===== src/rtl/pulse_seq_pkg.sv =====
// Shared types and constants for the spin-echo / CPMG pulse sequencer.
// State encoding, field widths and the power-on timing defaults live here.
package pulse_seq_pkg;

    localparam int PER_W = 32;
    localparam int T_W   = 16;
    localparam int CP_W  = 8;
    localparam int TMR_W = T_W + 1;

    typedef enum logic [2:0] {
        IDLE,
        P1,
        GAP,
        P2,
        ECHO,
        HOLD,
        TAIL
    } seq_state_t;

    localparam logic [PER_W-1:0] PER_RST   = 32'd10000;
    localparam logic [T_W-1:0]   P1WID_RST = 16'd40;
    localparam logic [T_W-1:0]   DEL_RST   = 16'd150;
    localparam logic [T_W-1:0]   P2WID_RST = 16'd40;
    localparam logic [CP_W-1:0]  CP_RST    = 8'd1;
    localparam logic [7:0]       PBL_RST   = 8'd100;
    localparam logic             BL_RST    = 1'b1;

endpackage


===== src/rtl/pulse_sequencer_timer.sv =====
// seq_timer: loadable down counter shared by every timed sequencer state.
// Latency: a value loaded at an edge reads back in the next cycle; done is combinational.
// Backpressure: none, it counts every cycle until it reaches zero.
module seq_timer
    import pulse_seq_pkg::*;
(
    input  logic             clk,
    input  logic             rst_n,
    input  logic             load,
    input  logic [TMR_W-1:0] val,
    output logic             done
);

    logic [TMR_W-1:0] cnt;

    always_ff @(posedge clk or negedge rst_n) begin
        if (!rst_n) begin
            cnt <= '0;
        end else if (load) begin
            cnt <= val;
        end else if (cnt != '0) begin
            cnt <= cnt - 1'b1;
        end
    end

    // A state loaded with N lasts N cycles: done fires while the count shows 1.
    assign done = (cnt <= TMR_W'(1));

endmodule


===== src/rtl/pulse_sequencer.sv =====
// Spin-echo / CPMG pulse train generator with blanking gate and per-period sync; shadowed timing.
// Latency: pulse rises one cycle after the sync strobe; updates land at the next period start.
// Backpressure: none, free-running; PULSE_SEQ_CPMG_EN builds the multi-echo (ECHO) path.
module pulse_sequencer
    import pulse_seq_pkg::*;
#(
    parameter int MIN_PER = 2
) (
    input  logic              clk,
    input  logic              rst_n,
    input  logic [PER_W-1:0]  per,
    input  logic [T_W-1:0]    p1wid,
    input  logic [T_W-1:0]    del,
    input  logic [T_W-1:0]    p2wid,
    input  logic [CP_W-1:0]   cp,
    input  logic [7:0]        p_bl,
    input  logic              bl,
    input  logic              rxd,
    output logic              pulse,
    output logic              blank,
    output logic              sync,
    output logic              busy
);

    localparam logic [PER_W-1:0] MIN_PER_V = PER_W'(MIN_PER);

    logic [PER_W-1:0] per_sh;
    logic [T_W-1:0]   p1_sh, del_sh, p2_sh;
    logic [CP_W-1:0]  cp_sh;
    logic [7:0]       pbl_sh;
    logic             bl_sh;

    logic             rxd_q, upd_pend, run, wrap;
    logic [PER_W-1:0] pcnt, per_s;

    seq_state_t       state, st_n;
    logic             tmr_ld, tmr_done;
    logic [TMR_W-1:0] tmr_val;
    logic             go_p1, go_ap1, go_gap, go_p2, go_ap2, go_hold;
`ifdef PULSE_SEQ_CPMG_EN
    logic [CP_W-1:0]  rc, rc_n;
    logic [CP_W:0]    rc_inc;
    logic             go_echo;
`endif

    assign per_s = (per_sh < MIN_PER_V) ? MIN_PER_V : per_sh;
    assign wrap  = run && (pcnt == per_s - 1'b1);

    // Only an edge seen before the wrap edge counts; one landing on it waits a period.
    always_ff @(posedge clk or negedge rst_n) begin
        if (!rst_n) begin
            rxd_q    <= 1'b0;
            upd_pend <= 1'b0;
            run      <= 1'b0;
            pcnt     <= '0;
            sync     <= 1'b0;
        end else begin
            rxd_q <= rxd;
            run   <= 1'b1;
            sync  <= !run || wrap;
            if (rxd && !rxd_q) begin
                upd_pend <= 1'b1;
            end else if (wrap) begin
                upd_pend <= 1'b0;
            end
            if (wrap) begin
                pcnt <= '0;
            end else if (run) begin
                pcnt <= pcnt + 1'b1;
            end
        end
    end

    always_ff @(posedge clk or negedge rst_n) begin
        if (!rst_n) begin
            per_sh <= PER_RST;
            p1_sh  <= P1WID_RST;
            del_sh <= DEL_RST;
            p2_sh  <= P2WID_RST;
            cp_sh  <= CP_RST;
            pbl_sh <= PBL_RST;
            bl_sh  <= BL_RST;
        end else if (wrap && upd_pend) begin
            per_sh <= per;
            p1_sh  <= p1wid;
            del_sh <= del;
            p2_sh  <= p2wid;
            cp_sh  <= cp;
            pbl_sh <= p_bl;
            bl_sh  <= bl;
        end
    end

    seq_timer u_timer (
        .clk   (clk),
        .rst_n (rst_n),
        .load  (tmr_ld),
        .val   (tmr_val),
        .done  (tmr_done)
    );

    // Entry requests cascade in sequence order so zero-length segments fall through in one cycle.
    always_comb begin
        st_n    = state;
        tmr_ld  = 1'b0;
        tmr_val = '0;
        go_p1   = 1'b0;
        go_ap1  = 1'b0;
        go_gap  = 1'b0;
        go_p2   = 1'b0;
        go_ap2  = 1'b0;
        go_hold = 1'b0;
`ifdef PULSE_SEQ_CPMG_EN
        rc_n    = rc;
        rc_inc  = '0;
        go_echo = 1'b0;
`endif
        if (!run || wrap) begin
            st_n = IDLE;
        end else if (pcnt == '0) begin
            go_p1 = 1'b1;
        end else if (tmr_done) begin
            case (state)
                P1:      go_ap1 = 1'b1;
                GAP:     go_p2  = 1'b1;
                P2:      go_ap2 = 1'b1;
`ifdef PULSE_SEQ_CPMG_EN
                ECHO:    go_p2  = 1'b1;
`endif
                HOLD:    st_n   = TAIL;
                default: st_n   = state;
            endcase
        end

        if (go_p1) begin
`ifdef PULSE_SEQ_CPMG_EN
            rc_n = '0;
`endif
            if (p1_sh != '0) begin
                st_n = P1; tmr_ld = 1'b1; tmr_val = TMR_W'(p1_sh);
            end else begin
                go_ap1 = 1'b1;
            end
        end
        if (go_ap1) begin
            if (cp_sh == '0) go_hold = 1'b1;
            else             go_gap  = 1'b1;
        end
        if (go_gap) begin
            if (del_sh != '0) begin
                st_n = GAP; tmr_ld = 1'b1; tmr_val = TMR_W'(del_sh);
            end else begin
                go_p2 = 1'b1;
            end
        end
        if (go_p2) begin
            if (p2_sh != '0) begin
                st_n = P2; tmr_ld = 1'b1; tmr_val = TMR_W'(p2_sh);
            end else begin
                go_ap2 = 1'b1;
            end
        end
`ifdef PULSE_SEQ_CPMG_EN
        if (go_ap2) begin
            rc_inc = {1'b0, rc_n} + 1'b1;
            rc_n   = rc_inc[CP_W-1:0];
            if (rc_inc < {1'b0, cp_sh}) go_echo = 1'b1;
            else                        go_hold = 1'b1;
        end
        if (go_echo) begin
            if (del_sh != '0) begin
                st_n = ECHO; tmr_ld = 1'b1; tmr_val = {del_sh, 1'b0};
            end else if (p2_sh != '0) begin
                st_n = P2; tmr_ld = 1'b1; tmr_val = TMR_W'(p2_sh);
            end else begin
                go_hold = 1'b1;
            end
        end
`else
        if (go_ap2) begin
            go_hold = 1'b1;
        end
`endif
        if (go_hold) begin
            if (pbl_sh != '0) begin
                st_n = HOLD; tmr_ld = 1'b1; tmr_val = TMR_W'(pbl_sh);
            end else begin
                st_n = TAIL;
            end
        end
    end

    always_ff @(posedge clk or negedge rst_n) begin
        if (!rst_n) begin
            state <= IDLE;
            pulse <= 1'b0;
            blank <= 1'b0;
            busy  <= 1'b0;
`ifdef PULSE_SEQ_CPMG_EN
            rc    <= '0;
`endif
        end else begin
            state <= st_n;
            pulse <= (st_n == P1) || (st_n == P2);
            busy  <= (st_n != IDLE) && (st_n != TAIL);
            blank <= bl_sh && (st_n != IDLE) && (st_n != TAIL);
`ifdef PULSE_SEQ_CPMG_EN
            rc    <= rc_n;
`endif
        end
    end

endmodule


===== config.mk =====
export PLATFORM = sky130hd
export DESIGN_NAME = pulse_sequencer
export DESIGN_NICKNAME = d
export VERILOG_FILES = /design/src/rtl/pulse_seq_pkg.sv /design/src/rtl/pulse_sequencer_timer.sv /design/src/rtl/pulse_sequencer.sv
export SDC_FILE = /design/constraint.sdc
export NUM_CORES = 1
export LEC_CHECK = 0
export ABC_AREA = 1
export ABC_CLOCK_PERIOD_IN_PS = 9400
export BUFFER_PORTS_ARGS = -buffer_cell sky130_fd_sc_hd__buf_2
export CAP_MARGIN = 10
export CORE_MARGIN = 4
export CORE_UTILIZATION = 55
export DETAILED_ROUTE_END_ITERATION = 8
export PLACE_DENSITY = 0.84
export SYNTH_ARGS = -nofsm -noshare
export SYNTH_HDL_FRONTEND = slang
export SYNTH_SLANG_ARGS = --single-unit

===== constraint.sdc =====
create_clock -name clk -period 9.4 [get_ports clk]
set_clock_uncertainty 0.2 [all_clocks]
set_input_delay 2.35 -clock clk [delete_from_list [all_inputs] [get_ports clk]]
set_output_delay 2.35 -clock clk [all_outputs]
set_load 0.02 [all_outputs]

==> reports/qor.yml <==
via_per_inst: 5.42
syn_inst: 1295
relSlewSlack_pct: 37.2
cts_resized: 0
maxCapViolCount: 0
maxSlewViolCount: 0
synthMuxAreaShare_pct: 0
arrival_ps: 6040
drive_gt1_share_pct: 15.6
gp_congestion: 0.964
insertion_delay_ps: 440
worst_ep_required_time_ps: 9530
status: "completed"
path_max_fanout: 96
cts_root_buf: "clkbuf_16"
synth_fa_ha_area_share_pct: 0.660
synth_compound_gate_area_share_pct: 6.74
synth_area_sq_mm: 0.00948
min_period_over_period_pct: 62.8
start_util_pct: 56.6
dp_hpwl_um: 19100
hold_viol: 0
num_io_pins: 104
rows: 47
cts_buffer_depth: 2
register_area_sq_mm: 0.00393
power.density_mw_per_mm2: 162
total_power_uw: 1730
multi_input_area_sq_mm: 0.00467
cts_setup_buffers: 0
critPathBufInv: 2
antenna_cells: 0
routed_wl_um: 25600
critPathKind: "flip-flop to flip-flop"
grt_max_degree: 102
syn-num-nets: 1400
clkSinkCount: 156
core_sq_mm: 0.0168
tns_ps: 0
num_vias: 8767
clk_pin_slew_ps: 70
synth_seq_area_share_pct: 41.4
wl_per_cell_um: 15.8
cts_made_buffers: 17
fmax_mhz: 169
drt_first_pass_iters: 5
grt_pass1_wl_um: 41200
synth_top_family_by_area: "simple AND/OR/NAND/NOR gates"
worstMarginPinSlew_ps: 940
rsz0062_at_grt: "false"
ys_warn_count: 0
die_w_um: 139
die_area_sq_mm: 0.0194
final_antenna_net_count: 0
critPathLaunchType: "flip-flop"
synthSimpleGateAreaFrac_pct: 35.5
end_kind: "flip-flop"
critical_path.max_stage_delay_ps: 850
grt_overflow: 0
fin_cells: 1619
cpMaxStageDelayCell: "nor2_4"
fp.dieH_um: 139
p_leak_uw: 0.00519
period_minus_slack_ps: 5900
finalNetCount: 1491
syn_area_per_cell_sq_um: 7.32
path_delay_family: "simple AND/OR/NAND/NOR gates"
dp_cells: 1587
peakVddDrop_mv: 0.152
dp_worst_setup_slack_ps: 3630
antenna_found_initial: 0
ctsHoldBuffers: 0
drc_errors: 0
path_cells: "inv_1 -> nand2_1 -> nor2_1 -> nand2_1 -> nor2_1 -> nand2_2 -> nand2_1 -> ha_1 -> nand2_1 -> nor2_1 -> nand4_1 -> nor3_1 -> xor2_1 -> nor4_1 -> nand2_1 -> nor4_2 -> nand2_2 -> nor2_4 -> buf_4 -> nand2_1 -> o21ai_0"
setup-violations-final: 0
synth_cell_types: 52
first_global_vias: 8151
fillers: 1422
cts_tree: "yes"
hp-class: "flip-flop to flip-flop"
grt.total_usage_pct: 26.2
synth-seq-cells: 156
area_growth_pct: 12.7
drtIter0Drc: 931
htreeDepth: 4
synth_xor_area_share_pct: 6.37
cp_common_cell: "nand2_1"
setup_ws_ps: 3500
port_buffers: 103
logic make-up after synthesis:
group | after synthesis
AO/OA/AOI/OAI | 111
buffers and inverters | 214
other | 1
XOR/XNOR | 69
adder cells (fa/ha/maj) | 5
flip-flops | 156
AND/OR/NAND/NOR | 739
power breakdown:
part | leakage (uW) | switching [uW] | internal, uW | total [uW]
Combinational | 0.00326 | 156 | 111 | 267
Clock | 0.000286 | 331 | 359 | 689
Sequential | 0.00164 | 54.0 | 723 | 777
cell usage after synthesis, drive strengths merged:
library cell	count	share of area (%)
nand2	424	18
o21bai	4	0.32
xnor2	18	1.7
nand4	31	2.3
dfrtp	138	36
ha	5	0.66
nor2	127	5.9
inv	181	7.2
o221ai	2	0.18
and2	3	0.20
nand3b	9	0.71
and3	3	0.20
o221a	1	0.12
conb	1	0.040
nor3	26	1.5
o21ai	73	3.9
clkbuf	13	0.53
o22ai	3	0.20
nor3b	1	0.079
a21boi	1	0.079
a21oi	22	1.6
dfstp	18	5.0
a22oi	1	0.079
nor4	29	2.0
buf	20	1.6
a211oi	2	0.16
nand3	82	4.7
or4	1	0.079
o211ai	2	0.16
or2	3	0.20
xor2	51	4.7
final timing paths:
| kind | startpoint | to | slack, ps | cells after the start |
|---|---|---|---|---|
| max in group asynchronous | rst_n | u_timer.cnt[16] | 5900 | 2 |
| setup reg to reg | per_sh[4] | p2_sh[14] | 3500 | 21 |
| min in group asynchronous | rst_n | per_sh[31] | 1820 | 1 |
| hold reg to reg | rxd_q | upd_pend | 260 | 1 |
| setup / recovery | per_sh[4] | p2_sh[14] | 3500 | 21 |
| hold / removal | rxd_q | upd_pend | 260 | 1 |
area by class of cell:
| class | instances | area share [%] |
|---|---|---|
| multi-input cells | 925 | 43.7 |
| inverters | 181 | 6.36 |
| repair buffers | 105 | 5.02 |
| flip-flops and latches | 156 | 36.7 |
| well taps | 220 | 2.58 |
| clock inverters | 15 | 1.63 |
| clock buffers | 17 | 3.98 |
flip-flops by register name, summed over array words and instances (netlist names), 3 cells and up:
register / cells
u_timer.cnt: 17
p2_sh: 16
pbl_sh: 8
p1_sh: 16
del_sh: 16
per_sh: 32
state: 3
pcnt: 32
cp_sh: 8
layer usage:
metal,track usage (%),share of wire [%],vias to the layer above
met4,7.62,1.9,0
li1,-,-,4282
met2,40.3,45,377
met3,5.32,8.0,45
met1,37.8,45,4063
met5,0,0,-
placed cells by master, fill, tap and decap left out, types with 3 or more instances in the layout:
cell type / synthesis / layout
o22ai_1: 3 / 3
xor2_1: 51 / 51
xnor2_1: 18 / 18
o21ai_0: 66 / 66
nand4_1: 29 / 29
a21oi_2: 5 / 5
buf_2: 10 / 102
nor3_1: 23 / 23
nand2_4: 4 / 4
nor3_2: 3 / 3
inv_8: 0 / 6
and3_1: 3 / 3
nand2_2: 7 / 7
o21bai_1: 4 / 4
nand3_1: 77 / 77
nand3_2: 4 / 4
dfrtp_1: 138 / 138
inv_2: 13 / 13
nor2_4: 6 / 6
clkinv_8: 0 / 4
o21ai_1: 7 / 7
dfstp_2: 18 / 18
clkbuf_16: 0 / 17
a21oi_1: 15 / 15
nor4_1: 28 / 28
nand2_1: 411 / 411
nor2_2: 9 / 9
nor2_1: 111 / 111
nand3b_1: 9 / 9
ha_1: 5 / 5
inv_1: 168 / 168
through the flow:
stage / utilization, % / hold slack (ps) / cell area [sq um]
3_3_place_gp: 60.2 / 231 / 10100
3_5_place_dp: 60.2 / 223 / 10100
2_1_floorplan: - / 210 / 9480
4_1_cts: 63.8 / 270 / 10700
5_1_grt: 63.8 / 281 / 10700
6_report: 63.8 / 260 / 10700
(Power assumes the default switching activity.)
